--- src/rtl/led_pulse_stretch_pkg.sv ---
// Shared definitions for the LED pulse stretcher: channel state encoding and a width helper.
// Latency: n/a (declarations only).
// Backpressure: n/a.
package led_pulse_stretch_pkg;

  localparam logic [1:0] ST_IDLE = 2'd0;
  localparam logic [1:0] ST_ON   = 2'd1;
  localparam logic [1:0] ST_GAP  = 2'd2;

  // Bits needed to hold 0..v-1, never less than 1.
  function automatic int clog2(input int v);
    int r;
    int x;
    r = 0;
    x = v - 1;
    while (x > 0) begin
      r = r + 1;
      x = x >> 1;
    end
    return (r == 0) ? 1 : r;
  endfunction

endpackage

--- src/rtl/led_stretch_chan.sv ---
// One LED channel: IDLE/ON/GAP sequencer with tick down-counter, one-deep pending event and overrun flag.
// Latency: pulse accepted from IDLE shows on led one cycle later; all outputs registered.
// Backpressure: none; one extra event is queued while busy, further events are dropped and flagged.
module led_stretch_chan
  import led_pulse_stretch_pkg::*;
#(
  parameter int ON_TICKS  = 100,
  parameter int GAP_TICKS = 50
) (
  input  logic clk,
  input  logic reset,
  input  logic tick,
  input  logic pulse,
  output logic led,
  output logic busy,
  output logic overrun
);

  localparam int CW = clog2(((ON_TICKS > GAP_TICKS) ? ON_TICKS : GAP_TICKS) + 1);
  localparam logic [CW-1:0] ON_CNT  = CW'(ON_TICKS);
  localparam logic [CW-1:0] GAP_CNT = CW'(GAP_TICKS);
  localparam logic [CW-1:0] CNT_ONE = CW'(1);

  logic [1:0]    state_q, state_d;
  logic [CW-1:0] cnt_q, cnt_d;
  logic          pend_q, pend_d;
  logic          ovr_q, ovr_d;
  logic          led_q, busy_q;
  logic          end_busy;

  // Next-state: the busy period ends on the last tick of GAP, or of ON when there is no gap;
  // at that point a queued (or simultaneous) event restarts ON straight away.
  always_comb begin
    state_d  = state_q;
    cnt_d    = cnt_q;
    pend_d   = pend_q;
    ovr_d    = 1'b0;
    end_busy = tick && (cnt_q == CNT_ONE) &&
               ((state_q == ST_GAP) || ((state_q == ST_ON) && (GAP_TICKS == 0)));
    if (state_q == ST_IDLE) begin
      pend_d = 1'b0;
      if (pulse) begin
        state_d = ST_ON;
        cnt_d   = ON_CNT;
      end
    end else if ((state_q != ST_ON) && (state_q != ST_GAP)) begin
      state_d = ST_IDLE;
      pend_d  = 1'b0;
    end else if (end_busy) begin
      if (pend_q || pulse) begin
        state_d = ST_ON;
        cnt_d   = ON_CNT;
        pend_d  = pend_q && pulse;
      end else begin
        state_d = ST_IDLE;
        pend_d  = 1'b0;
      end
    end else begin
      if (tick) begin
        if (cnt_q > CNT_ONE) begin
          cnt_d = cnt_q - CNT_ONE;
        end else begin
          // Only ON with a non-zero gap can get here with cnt==1.
          state_d = ST_GAP;
          cnt_d   = GAP_CNT;
        end
      end
      if (pulse) begin
        if (pend_q) begin
          ovr_d = 1'b1;
        end else begin
          pend_d = 1'b1;
        end
      end
    end
  end

  // State and registered outputs, taken from the next state so they line up with it.
  always_ff @(posedge clk) begin
    if (!reset) begin
      state_q <= ST_IDLE;
      cnt_q   <= '0;
      pend_q  <= 1'b0;
      ovr_q   <= 1'b0;
      led_q   <= 1'b0;
      busy_q  <= 1'b0;
    end else begin
      state_q <= state_d;
      cnt_q   <= cnt_d;
      pend_q  <= pend_d;
      ovr_q   <= ovr_d;
      led_q   <= (state_d == ST_ON);
      busy_q  <= (state_d != ST_IDLE);
    end
  end

  assign led     = led_q;
  assign busy    = busy_q;
  assign overrun = ovr_q;

endmodule

--- src/rtl/led_pulse_stretch.sv ---
// Stretches one-cycle event strobes into fixed-length LED blinks with a forced dark gap, per channel.
// Latency: led rises one cycle after an accepted strobe; all outputs registered.
// Backpressure: none; each channel queues one event while busy and flags any further one as overrun.
module led_pulse_stretch
  import led_pulse_stretch_pkg::*;
#(
  parameter int CHANNELS    = 4,
  parameter int TICK_CYCLES = 50000,
  parameter int ON_TICKS    = 100,
  parameter int GAP_TICKS   = 50
) (
  input  logic                clk,
  input  logic                reset,
  input  logic [CHANNELS-1:0] pulse_in,
  output logic [CHANNELS-1:0] led_out,
  output logic [CHANNELS-1:0] busy,
  output logic [CHANNELS-1:0] overrun
);

  localparam int PW = clog2(TICK_CYCLES);
  localparam logic [PW-1:0] PRE_LAST = PW'(TICK_CYCLES - 1);
  localparam logic [PW-1:0] PRE_ONE  = PW'(1);

  logic [PW-1:0] pre_q, pre_d;
  logic          tick;

  // Free-running prescaler shared by all channels; tick marks its last count.
  always_comb begin
    tick  = (pre_q == PRE_LAST);
    pre_d = tick ? '0 : (pre_q + PRE_ONE);
  end

  // Prescaler register.
  always_ff @(posedge clk) begin
    if (!reset) begin
      pre_q <= '0;
    end else begin
      pre_q <= pre_d;
    end
  end

  for (genvar g = 0; g < CHANNELS; g++) begin : g_chan
    led_stretch_chan #(
      .ON_TICKS  (ON_TICKS),
      .GAP_TICKS (GAP_TICKS)
    ) u_chan (
      .clk     (clk),
      .reset   (reset),
      .tick    (tick),
      .pulse   (pulse_in[g]),
      .led     (led_out[g]),
      .busy    (busy[g]),
      .overrun (overrun[g])
    );
  end

endmodule

--- config.mk ---
export PLATFORM = sky130hd
export DESIGN_NAME = led_pulse_stretch
export DESIGN_NICKNAME = d
export VERILOG_FILES = /design/src/rtl/led_pulse_stretch_pkg.sv /design/src/rtl/led_stretch_chan.sv /design/src/rtl/led_pulse_stretch.sv
export SDC_FILE = /design/constraint.sdc
export NUM_CORES = 1
export LEC_CHECK = 0
export ABC_AREA = 1
export BUFFER_PORTS_ARGS = -buffer_cell sky130_fd_sc_hd__buf_4
export CORE_AREA = 2 2 89 91
export CTS_BUF_LIST = sky130_fd_sc_hd__clkbuf_4
export DETAILED_ROUTE_END_ITERATION = 16
export DIE_AREA = 0 0 91 93
export PLACE_DENSITY_LB_ADDON = 0.1
export SLEW_MARGIN = 25
export SYNTH_ARGS = -nofsm -noshare
export SYNTH_HDL_FRONTEND = slang
export SYNTH_SLANG_ARGS = --single-unit
--- constraint.sdc ---
create_clock -name clk -period 1.85 [get_ports clk]
set_input_delay 0.4625 -clock clk [delete_from_list [all_inputs] [get_ports clk]]
set_output_delay 0.4625 -clock clk [all_outputs]
set_load 0.02 [all_outputs]
* Word-level counts from Yosys, hierarchy flattened
Index checks and enable logic that the tools add are counted.
Widths: inputs -> output; s select.
** Cells by class
- Magnitude comparators :: 4
- Bitwise logic cells :: 5
- Add/sub/neg operators :: 5
- Mux-type cells :: 72
- Equal/unequal tests :: 33
- Reduce and logical (&&, ||, !) cells :: 49
** Operators by type and width (number)
- $mux 7 :: 28
- $mux 2 :: 24
- $eq 7x1->1 const B :: 4
- $gt 7x1->1 const B :: 4
- $sub 7x1->7 const B :: 4
- $mux 1 :: 20
- $reduce_or 5->1 :: 4
- $add 16x1->16 const B :: 1
- $eq 16x16->1 const B :: 1
- $logic_and 1x1->1 :: 16
- $ne 2x1->1 const B :: 8
- $ne 2x2->1 const B :: 8
- $reduce_and 4->1 :: 4
- $reduce_bool 2->1 :: 8
- $ne 3x3->1 const B :: 4
- $reduce_bool 3->1 :: 4
- $reduce_or 3->1 :: 4
- $eq 2x1->1 const B :: 4
- $eq 2x2->1 const B :: 4
- $logic_not 2->1 :: 4
- $not 1->1 :: 5
- $logic_or 1x1->1 :: 4
- $reduce_or 2->1 :: 1
** Storage, ports and cells
- Logic and storage cells :: 193
- Flip-flop bits (word level) :: 68
- Bits of input ports :: 6
- Output and inout port bits :: 12

* Longest topological paths before layout
Gate-level depths: netlist of run 1.
- Depth after elaboration :: 7
- Mapped depth :: 12
- Depth with buffers taken out :: 12

* By module
A second synthesis of run 1 with hierarchy kept.
** Unflattened totals
- Cell total of the unflattened synthesis :: 677
- Area total of the unflattened synthesis :: 4349.2 um^2
** Modules (own cells, without submodules)
- led_stretch_chan :: cells an instance 137, area each 873.3 um^2, times used 4, seq. area each 260.2 um^2
- led_pulse_stretch :: cells an instance 129, area each 855.8 um^2, times used 1, seq. area each 320.3 um^2

* Least setup slack after synthesis of run 1
No wires, ideal clock.
- Path type :: flip-flop to flip-flop
- Start point :: reg g_chan[0].u_chan.state_q[0]
- End point :: reg g_chan[0].u_chan.cnt_q[2]
- Buffers on the path :: 0
- Stages on the path, launching flop included :: 10
- Path slack :: 108 ps
- Required time :: 1734 ps
- Period minus slack after synthesis :: 1742 ps
- Data arrival time :: 1627 ps
- Setup time :: 116 ps
- Cells stage by stage :: dfxtp_1 -> inv_1 -> ha_1 -> inv_1 -> nor2_1 -> or2_2 -> a21oi_4 -> nand2_4 -> o21ai_0 -> nor2_1
** On the way
- Longest elaborated chain between the ends :: 5
- Elaborated cells between the ends (all ways) :: 14
- Those cells by class :: eq/ne (6); mux (3); reduce/logical (5)
** RTL lines
- from (decl) :: line led_stretch_chan.sv:24 : logic [1:0] state_q, state_d;
- from (signal assigned) :: line led_stretch_chan.sv:88 : state_q <= state_d;
- $eq 2x2->1 :: line led_stretch_chan.sv:39 : ((state_q == ST_GAP) || ((state_q == ST_ON) && (GAP_TICKS == 0)));
- $logic_and 1x1->1 :: line led_stretch_chan.sv:38 : end_busy = tick && (cnt_q == CNT_ONE) &&
- $mux 7 :: line led_stretch_chan.sv:49 : end else if (end_busy) begin
- $mux 7 :: line led_stretch_chan.sv:46 : end else if ((state_q != ST_ON) && (state_q != ST_GAP)) begin
- $mux 7 :: line led_stretch_chan.sv:40 : if (state_q == ST_IDLE) begin
- to (signal assigned) :: line led_stretch_chan.sv:89 : cnt_q <= cnt_d;
- to (decl) :: line led_stretch_chan.sv:25 : logic [CW-1:0] cnt_q, cnt_d;
Parallel ways exist; a longest one is shown, timed or not. The select of a mux whose other input is x is not followed.
A chain may end at the register's enable or synchronous reset.

* Worst setup path in the final report of run 1
- Start point :: reg pre_q[0]
- End point :: reg g_chan[3].u_chan.cnt_q[2]
** On the way
- Longest elaborated chain between the ends :: 6
- Elaborated cells between the ends (all ways) :: 9
- Those cells by class :: eq/ne (2); mux (3); reduce/logical (4)
** RTL lines
- from (decl) :: line led_pulse_stretch.sv:24 : logic [PW-1:0] pre_q, pre_d;
- from (signal assigned) :: line led_pulse_stretch.sv:38 : pre_q <= pre_d;
- $eq 16x16->1 * :: line led_pulse_stretch.sv:29 : tick = (pre_q == PRE_LAST);
- $logic_and 1x1->1 (2 in a row) :: line led_stretch_chan.sv:38
- $mux 7 :: line led_stretch_chan.sv:49
- $mux 7 :: line led_stretch_chan.sv:46
- $mux 7 :: line led_stretch_chan.sv:40
- to (signal assigned) :: line led_stretch_chan.sv:89
- to (decl) :: line led_stretch_chan.sv:25
Every way passes the cells marked *; elsewhere a longest branch is shown, timed or not. The select of a mux whose other input is x is not followed.

==> results.sh, run 1 <==
export IMPL_stdcell_area_um2=4690
export IMPL_min_from="pulse_in[0]"
export IMPL_numPortBuffers=17
export IMPL_synth_async_sr_flop_share_pct=0
export IMPL_max_slew_worst_pin_slew_ps=405
export IMPL_synth_seq_cells=68
export IMPL_hold_viol_final=0
export IMPL_setup_viol=0
export IMPL_drive_gt1_share_pct=13.7
export IMPL_synth_ff_type="dfxtp_1"
export IMPL_drv_slew=0
export IMPL_fmax_mhz=586
export IMPL_start_kind="register"
export IMPL_power_leakage_nw=2.30
export IMPL_post_dp_hpwl_um=6740
export IMPL_fp_dieW_um=91
export IMPL_clock_root_buffer="clkbuf_4"
export IMPL_area_growth_pct=10.8
export IMPL_antenna_found_initial=0
export IMPL_grt_pass1_wl_um=16100
export IMPL_ioPinCount=18
export IMPL_coreArea_um2=7530
export IMPL_initial_core_util_pct=56.3
export IMPL_drc=0
export IMPL_syn_inst=652
export IMPL_cts_setup_buffers=0
export IMPL_post_route_period_util_pct=92.3
export IMPL_grt_usage_pct=23.0
export IMPL_overflow=0
export IMPL_htree_levels=3
export IMPL_place_gp_congestion=0.909
export IMPL_dieHeight_um=93
export IMPL_max_clock_path_buffers=2
export IMPL_dr_pass1_iters=5
export IMPL_via_count=3923
export IMPL_ys_types=34
export IMPL_timing_max_cap_violations=0
export IMPL_status="completed"
export IMPL_antenna_cells=0
export IMPL_p_total_mw=4.34
export IMPL_cts_tree="done"
export IMPL_r2r_cells=11
export IMPL_final_cells=781
export IMPL_max_vdd_ir_drop_mv=0.543
export IMPL_yosysWarningCount=0
export IMPL_crit_arrival_ps=2070
export IMPL_min_period_ps=1710
export IMPL_grt_max_degree=21
export IMPL_r2r_start="pre_q[0]"
export IMPL_grt_pass1_vias=3740
export IMPL_antenna_left=0
export IMPL_synth_top_area_cell="dfxtp_1"
export IMPL_synth_fp_nets=679
export IMPL_nets=701
export IMPL_rsz0062_at_grt="yes"
export IMPL_whs_ps=316
export IMPL_synth_commonest_cells="nand2_1, nor2_1, inv_1, dfxtp_1, nand3_1"
export IMPL_drt_iter0_drc=203
export IMPL_synth_most_common_cell="nand2_1"
export IMPL_numCtsBuffers=9
export IMPL_mappedNetlistArea_um2=4240
export IMPL_drt_wl_total_um=9050
export IMPL_rows=32
export IMPL_ctsHoldBuffers=0
export IMPL_place_area_um2=4480
export IMPL_finalCoreUtilization_pct=62.4
export IMPL_synth_edf_count=0
export IMPL_slowest_stage="dfxtp_4"
export IMPL_crit_chain="ha_4 -> nand3_4 -> nor2_4 -> nand3_2 -> nor2_4 -> o21ai_2 -> nand2_4 -> nand2_4 -> nand2_1 -> nand2_1 -> nor2_1"
export IMPL_power_density_nw_per_um2=925
export IMPL_yosys_area_top_type_share_pct=32.1
export IMPL_path_clk_slew_ps=120
export IMPL_cp_max_fo=10
export IMPL_critical_path_class="reg -> reg"
export IMPL_end_kind="register"
export IMPL_slowest_delay_ps=380
export IMPL_r2r_end="g_chan[3].u_chan.cnt_q[2]"
export IMPL_synth_area_per_cell_um2=6.50
export IMPL_finClkSkew_ps=14.0
export IMPL_hold_path_end="g_chan[0].u_chan.overrun"
export IMPL_yosysSeqAreaShare_pct=32.1
export IMPL_wl_per_cell_um=11.6
export IMPL_reg2reg_slack_ps=140
export IMPL_synth_area_leaders="dfxtp_1, nand2_1, nor2_1, inv_1, nand3_1"
export IMPL_max_slew_margin_pct=72.9
export IMPL_whs_path_depth=3
export IMPL_die_area_um2=8460
export IMPL_required_ps=2210
export IMPL_numClockSinks=68
export IMPL_dp_cells=765
export IMPL_viasPerCell=5.02
export IMPL_hold_class="in -> reg"
export IMPL_clk_latency_ps=430
-- repair_timing --
item                                    4_1_cts  5_1_grt
resized for setup                             0       17
endpoints found under the setup margin        0       31
hold endpoints to repair                      0        0
-- placed cells by master, fill, tap and decap left out, drive strengths merged --
cell | synthesis | routed
inv | 88 | 88
nand3 | 58 | 58
dfxtp | 68 | 68
clkinvlp | 0 | 2
nor2 | 124 | 124
a21oi | 24 | 24
ha | 21 | 21
nor4 | 2 | 2
nand3b | 2 | 2
and2 | 1 | 1
clkbuf | 2 | 10
bufinv | 0 | 2
nand4 | 13 | 13
xor2 | 12 | 12
nor3b | 5 | 5
nand2 | 171 | 171
o21ai | 23 | 23
nor3 | 15 | 15
buf | 19 | 32
or2 | 3 | 3
clkinv | 1 | 3
-- flip-flops by register name (all words and copies together), names as in the netlist --
signal                 flops
g_chan.u_chan.cnt_q       28
pre_q                     16
g_chan.u_chan.state_q      8
g_chan.u_chan.busy         4
g_chan.u_chan.led          4
g_chan.u_chan.overrun      4
g_chan.u_chan.pend_q       4
-- kinds of logic (layout without fill, tap and decap cells) --
family                   count (synthesis)  count (layout)  synth area share (%)
AO/OA/AOI/OAI                           47              47                  6.17
XOR/XNOR                                12              12                  2.48
adder cells (fa/ha/maj)                 21              21                  6.20
buffers and inverters                  110             137                  11.2
flip-flops                              68              68                  32.1
AND/OR/NAND/NOR                        394             394                  41.8
-- power by group --
part / leakage, nW / switching, mW / internal (mW)
registers: 0.560 / 0.131 / 1.62
logic: 1.66 / 0.895 / 0.567
clock network: 0.0826 / 0.566 / 0.563
total: 2.30 / 1.59 / 2.75
-- worst max path at each step --
| stage | end | cells after the start | from | slack [ps] |
|---|---|---|---|---|
| after floorplan | g_chan[0].u_chan.cnt_q[2] | 9 | g_chan[0].u_chan.state_q[0] | 110 |
| after global placement | g_chan[0].u_chan.cnt_q[2] | 8 | pre_q[0] | 150 |
| after detailed placement | g_chan[3].u_chan.cnt_q[1] | 10 | pre_q[0] | 70 |
| after CTS | g_chan[3].u_chan.led | 9 | pre_q[0] | 30 |
| after global routing | g_chan[3].u_chan.cnt_q[1] | 11 | pre_q[0] | -20 |
| final | g_chan[3].u_chan.cnt_q[2] | 11 | pre_q[0] | 140 |
-- stage by stage --
stage	TNS (ps)	worst slack, ps
3_5_place_dp	0	73.4
2_1_floorplan	0	108
4_1_cts	0	27.2
5_1_grt	-42.0	-18.6
3_3_place_gp	0	152
6_report	0	142
-- routing by layer --
layer / up-vias / track usage [%] / share of wire, %
li1: 2075 / - / -
met4: 0 / 8.59 / 1.6
met1: 1760 / 30.2 / 49
met5: - / 0 / 0
met3: 14 / 3.71 / 4.1
met2: 74 / 38.3 / 45
-- area by class of cell --
| cell class | instances | area (um2) |
|---|---|---|
| fill | 745 | 2830 |
| multi-input combinational | 474 | 2450 |
| sequential | 68 | 1370 |
| inverter | 89 | 335 |
| timing repair buffer | 32 | 253 |
| tap | 102 | 128 |
| clock inverter | 6 | 88.8 |
| clock buffer | 10 | 75.1 |
-- worst max-delay path, delay by kind of cell (launching register included) --
| family | cells | cell delay (ps) |
|---|---|---|
| and+or+nand+nor | 9 | 1010 |
| AOI/OAI and AO/OA | 1 | 100 |
| DFF | 1 | 380 |
| adders and majority gates | 1 | 160 |
Note: power is estimated with default switching activity, not from simulation.
==> inputs of run 2 (changes only) <==
- CORE_AREA: 2 2 89 91 -> 2 2 97 99
- DIE_AREA: 0 0 91 93 -> 0 0 99 101
==> results.sh, run 2 (synthesized netlist as in run 1, its figures left out) <==
export IMPL_finClkSkew_ps=16.0
export IMPL_r2r_start="pre_q[6]"
export IMPL_pre_cts_ws_ps=74.3
export IMPL_wl_per_cell_um=11.4
export IMPL_antenna_cells=0
export IMPL_ioPinCount=18
export IMPL_drc=0
export IMPL_setup_ws_ps=104
export IMPL_path_clk_slew_ps=120
export IMPL_post_route_period_util_pct=94.4
export IMPL_drive_gt1_share_pct=14.9
export IMPL_numClockSinks=68
export IMPL_reg_largest_list="g_chan.u_chan.cnt_q: 28 flops, pre_q: 16 flops, g_chan.u_chan.state_q: 8 flops"
export IMPL_crit_arrival_ps=2100
export IMPL_power_density_nw_per_um2=940
export IMPL_area_growth_pct=13.0
export IMPL_drt_wl_total_um=9120
export IMPL_start_kind="register"
export IMPL_largest_register="g_chan.u_chan.cnt_q"
export IMPL_hold_path_end="g_chan[0].u_chan.overrun"
export IMPL_end_kind="register"
export IMPL_grt_max_degree=19
export IMPL_r2r_cells=9
export IMPL_largest_reg_flops=28
export IMPL_p_total_mw=4.50
export IMPL_critical_path_class="reg -> reg"
export IMPL_grt_pass1_wl_um=15900
export IMPL_initial_core_util_pct=47.2
export IMPL_reg2reg_slack_ps=100
export IMPL_nets=708
export IMPL_min_from="pulse_in[0]"
export IMPL_coreArea_um2=8980
export IMPL_rows=35
export IMPL_finalCoreUtilization_pct=53.3
export IMPL_required_ps=2200
export IMPL_numPortBuffers=17
export IMPL_htree_levels=3
export IMPL_grt_pass1_vias=3529
export IMPL_layout_common_cells="nand2_1, nor2_1, inv_1"
export IMPL_whs_path_depth=3
export IMPL_fmax_mhz=573
export IMPL_antenna_found_initial=0
export IMPL_max_slew_worst_pin_slew_ps=421
export IMPL_numCtsBuffers=9
export IMPL_power_leakage_nw=2.38
export IMPL_dr_pass1_iters=4
export IMPL_via_count=3949
export IMPL_drv_slew=0
export IMPL_layout_commonest_cell="nand2_1"
export IMPL_clock_root_buffer="clkbuf_4"
export IMPL_die_area_um2=10000
export IMPL_grt_usage_pct=19.3
export IMPL_viasPerCell=4.95
export IMPL_cp_max_fo=11
export IMPL_r2r_end="g_chan[0].u_chan.cnt_q[5]"
export IMPL_drt_iter0_drc=169
export IMPL_timing_max_cap_violations=0
export IMPL_setup_viol=0
export IMPL_place_gp_congestion=0.872
export IMPL_post_dp_hpwl_um=6760
export IMPL_whs_ps=340
export IMPL_cts_tree="done"
export IMPL_fp_dieW_um=99
export IMPL_antenna_left=0
export IMPL_max_slew_margin_pct=71.9
export IMPL_setup_tns_ps=0
export IMPL_dieHeight_um=101
export IMPL_overflow=0
export IMPL_hold_viol_final=0
export IMPL_status="completed"
export IMPL_max_clock_path_buffers=2
export IMPL_hold_class="in -> reg"
export IMPL_clk_latency_ps=420
export IMPL_max_vdd_ir_drop_mv=0.476
export IMPL_min_period_ps=1750
[run 2: worst max-delay path: stages, from the launching register on]
cell and delay, ps:
dfxtp_1 440, inv_2 90, nor2_2 110, nand2_1 90
nor2_2 150, nand2_4 140, a21oi_4 280, buf_4 160
nand3_1 70, a21oi_1 150
[run 2: per-layer routing]
| metal | vias up | global-route usage (%) | routed length [um] |
|---|---|---|---|
| li1 | 2096 | - | - |
| met1 | 1767 | 26.2 | 4550 |
| met2 | 75 | 31.0 | 4130 |
| met3 | 11 | 2.70 | 311 |
| met4 | 0 | 7.59 | 129 |
| met5 | - | 0 | 0 |
[run 2: worst max-delay path by stage]
| stage | from | endpoint | slack (ps) | cells after the start |
|---|---|---|---|---|
| final | pre_q[6] | g_chan[0].u_chan.cnt_q[5] | 100 | 9 |
| after global routing | pre_q[6] | g_chan[0].u_chan.cnt_q[3] | -40 | 9 |
| after CTS | pre_q[0] | g_chan[2].u_chan.cnt_q[6] | 40 | 10 |
| after detailed placement | pre_q[0] | g_chan[0].u_chan.cnt_q[2] | 70 | 8 |
| after global placement | pre_q[0] | g_chan[2].u_chan.cnt_q[6] | 130 | 9 |
| after floorplan | g_chan[0].u_chan.state_q[0] | g_chan[0].u_chan.cnt_q[2] | 110 | 9 |
[run 2: layout make-up]
type / count / area (um2)
clock buffer: 11 / 82.6
clock inverter: 5 / 100
multi-input combinational: 474 / 2460
sequential: 68 / 1370
fill: 899 / 4190
timing repair buffer: 39 / 293
inverter: 89 / 335
tap: 111 / 139
[run 2: repair_timing]
item	in CTS	in global routing
setup endpoints to repair	0	34
gates resized for setup	0	23
hold buffers	0	0
buffers inserted	0	6
[run 2: through the flow]
| stage | cells | instance area, um2 |
|---|---|---|
| after global routing | 797 | 4780 |
| after floorplan | 652 | 4240 |
| after detailed placement | 775 | 4480 |
| final | 797 | 4780 |
| after CTS | 791 | 4660 |
| after global placement | 775 | 4480 |
[run 2: where the power goes]
part           total, mW  internal, mW  switching, mW
logic               1.49         0.587          0.900
clock network       1.27         0.711          0.554
registers           1.75          1.62          0.125
==> inputs of run 3 (changes only) <==
- ABC_AREA: 1 -> unset
- CORE_AREA: 2 2 97 99 -> 2 2 96 98
- DIE_AREA: 0 0 99 101 -> 0 0 98 100
==> results.sh, run 3 <==
export IMPL_status="finished with violations"
export IMPL_violations="setup timing"
export IMPL_crit_arrival_ps=2390
export IMPL_synth_top_area_cell="dfxtp_1"
export IMPL_antenna_left=0
export IMPL_initial_core_util_pct=46.0
export IMPL_via_count=4109
export IMPL_largest_register="g_chan.u_chan.cnt_q"
export IMPL_synth_most_common_cell="dfxtp_1"
export IMPL_wl_per_cell_um=14.9
export IMPL_rsz0062_at_grt="yes"
export IMPL_use_met2_pct=39.9
export IMPL_drive_gt1_share_pct=39.0
export IMPL_post_route_period_util_pct=113
export IMPL_fp_dieW_um=98
export IMPL_largest_reg_flops=28
export IMPL_fillers=763
export IMPL_dieHeight_um=100
export IMPL_nets=636
export IMPL_reg2reg_slack_ps=-240
export IMPL_synth_fp_nets=513
export IMPL_syn_inst=486
export IMPL_clk_latency_ps=410
export IMPL_layout_commonest_cell="buf_4"
export IMPL_setup_viol=45
export IMPL_finalCoreUtilization_pct=65.0
export IMPL_max_slew_margin_pct=67.6
export IMPL_stdcell_area_um2=5770
export IMPL_cp_common_cell="buf_6"
export IMPL_reg_largest_list="g_chan.u_chan.cnt_q: 28 flops, pre_q: 16 flops, g_chan.u_chan.state_q: 8 flops"
export IMPL_timing_max_cap_violations=0
export IMPL_min_period_ps=2090
export IMPL_crit_chain="or4_4 -> buf_6 -> nor3_4 -> buf_6 -> nand4_1 -> maj3_2 -> and4b_1"
export IMPL_hold_viol_final=0
export IMPL_numPortBuffers=17
export IMPL_critical_path_class="reg -> reg"
export IMPL_required_ps=2150
export IMPL_numClockSinks=68
export IMPL_synth_edf_count=0
export IMPL_synth_area_per_cell_um2=8.42
export IMPL_max_clock_path_buffers=2
export IMPL_path_clk_slew_ps=110
export IMPL_cp_max_fo=4
export IMPL_r2r_start="pre_q[13]"
export IMPL_synth_async_sr_flop_share_pct=0
export IMPL_setup_tns_ps=-6170
export IMPL_ioPinCount=18
export IMPL_slowest_stage="or4_4"
export IMPL_place_gp_congestion=0.899
export IMPL_max_slew_worst_pin_slew_ps=483
export IMPL_setup_ws_ps=-236
export IMPL_die_area_um2=9800
export IMPL_clock_root_buffer="clkbuf_4"
export IMPL_power_leakage_nw=2.37
export IMPL_grt_max_degree=33
export IMPL_top_usage_layer="met2"
export IMPL_rows=35
export IMPL_fmax_mhz=479
export IMPL_finClkSkew_ps=13.1
export IMPL_ys_types=78
export IMPL_viasPerCell=5.68
export IMPL_startpoint="pre_q[13]"
export IMPL_area_growth_pct=41.1
export IMPL_start_kind="register"
export IMPL_post_dp_hpwl_um=7840
export IMPL_numCtsBuffers=9
export IMPL_gr_usage_met3_pct=3.06
export IMPL_yosys_area_top_type_share_pct=33.3
export IMPL_grt_usage_pct=22.4
export IMPL_max_vdd_ir_drop_mv=0.622
export IMPL_mappedNetlistArea_um2=4090
export IMPL_overflow=0
export IMPL_grt_pass1_vias=4031
export IMPL_cts_tree="done"
export IMPL_drt_wl_total_um=10800
export IMPL_hold_class="in -> reg"
export IMPL_yosysSeqAreaShare_pct=33.3
export IMPL_synth_area_leaders="dfxtp_1, ha_1, nor2_1, nand3_1, inv_1"
export IMPL_coreArea_um2=8890
export IMPL_antenna_found_initial=0
export IMPL_antenna_cells=0
export IMPL_drc=0
export IMPL_power_density_nw_per_um2=933
export IMPL_end_kind="register"
export IMPL_slowest_delay_ps=540
export IMPL_met1_usage_pct=27.6
export IMPL_min_from="pulse_in[3]"
export IMPL_layout_common_cells="buf_4, dfxtp_1, nor2_1"
export IMPL_drv_slew=0
export IMPL_dr_pass1_iters=4
export IMPL_synth_ff_type="dfxtp_1"
export IMPL_drt_iter0_drc=158
export IMPL_yosysWarningCount=0
export IMPL_htree_levels=3
export IMPL_grt_pass1_wl_um=18200
export IMPL_place_area_um2=5140
export IMPL_synth_seq_cells=68
export IMPL_synth_commonest_cells="dfxtp_1, nor2_1, inv_1, nand3_1, nand2_1"
run 3: cell types whose count changed after synthesis, moves of 8 or more:
cell	delta
o211ai_1	+10
inv_1	-53
a31oi_1	+11
nand2_1	-140
nor2_1	-69
o311ai_0	+8
nand3_1	-28
nor3_1	+8
clkbuf_1	+10
run 3: cell type report:
type	count	area, um2	area share [%]
clock buffers	9	67.6	1.17
multi-input cells	356	2870	49.6
inverters	33	124	2.15
well taps	111	139	2.41
clock inverters	6	80.1	1.39
repair buffers	141	1130	19.5
flip-flops and latches	68	1370	23.7
run 3: cells by family after synthesis:
kind of cell    count (synthesis)  synth area share (%)
xor+xnor                       14                  3.00
buf+inv                        62                  7.00
compound gates                131                  24.6
simple gates                  186                  24.7
flops                          68                  33.3
fa+ha+maj                      25                  7.40
run 3: path summary, 6_finish.rpt:
path | to | depth (start not counted)
setup / recovery | g_chan[1].u_chan.pend_q | 7
hold / removal | g_chan[3].u_chan.overrun | 3
setup reg to reg | g_chan[1].u_chan.pend_q | 7
hold reg to reg | g_chan[3].u_chan.overrun | 2
run 3: worst max-delay path, delay by kind of cell (launching register included):
family / cells / cell delay, ps
and+or+nand+nor: 4 / 1020
DFF: 1 / 340
adders and majority gates: 1 / 320
buffers and inverters: 2 / 290
run 3: layer usage:
layer	routed length, um	vias up
met1	4830	1971
met2	5410	75
met5	0	-
met4	191	0
li1	-	2045
met3	325	18
run 3: timing repair:
item | 4_1_cts | 5_1_grt
hold buffers | 0 | 0
resized for setup | 53 | 37
endpoints found under the setup margin | 46 | 50
buffers inserted | 3 | 5
pin swaps | 31 | 13
run 3: per-stage QoR:
step                      instances  hold WS [ps]  worst slack (ps)  total power [mW]
after CTS                       720           276              -206              5.25
final                           724           298              -236              5.39
after floorplan                 486           418              -186              3.13
after global routing            724           314              -312              5.74
after global placement          702           472              -224              3.98
after detailed placement        702           479              -244              3.99
run 3: power breakdown:
part,internal (mW),switching (mW),total (mW)
clock,0.530,0.544,1.07
sequential,1.66,0.136,1.79
combinational,1.22,1.30,2.53
total,3.41,1.98,5.39
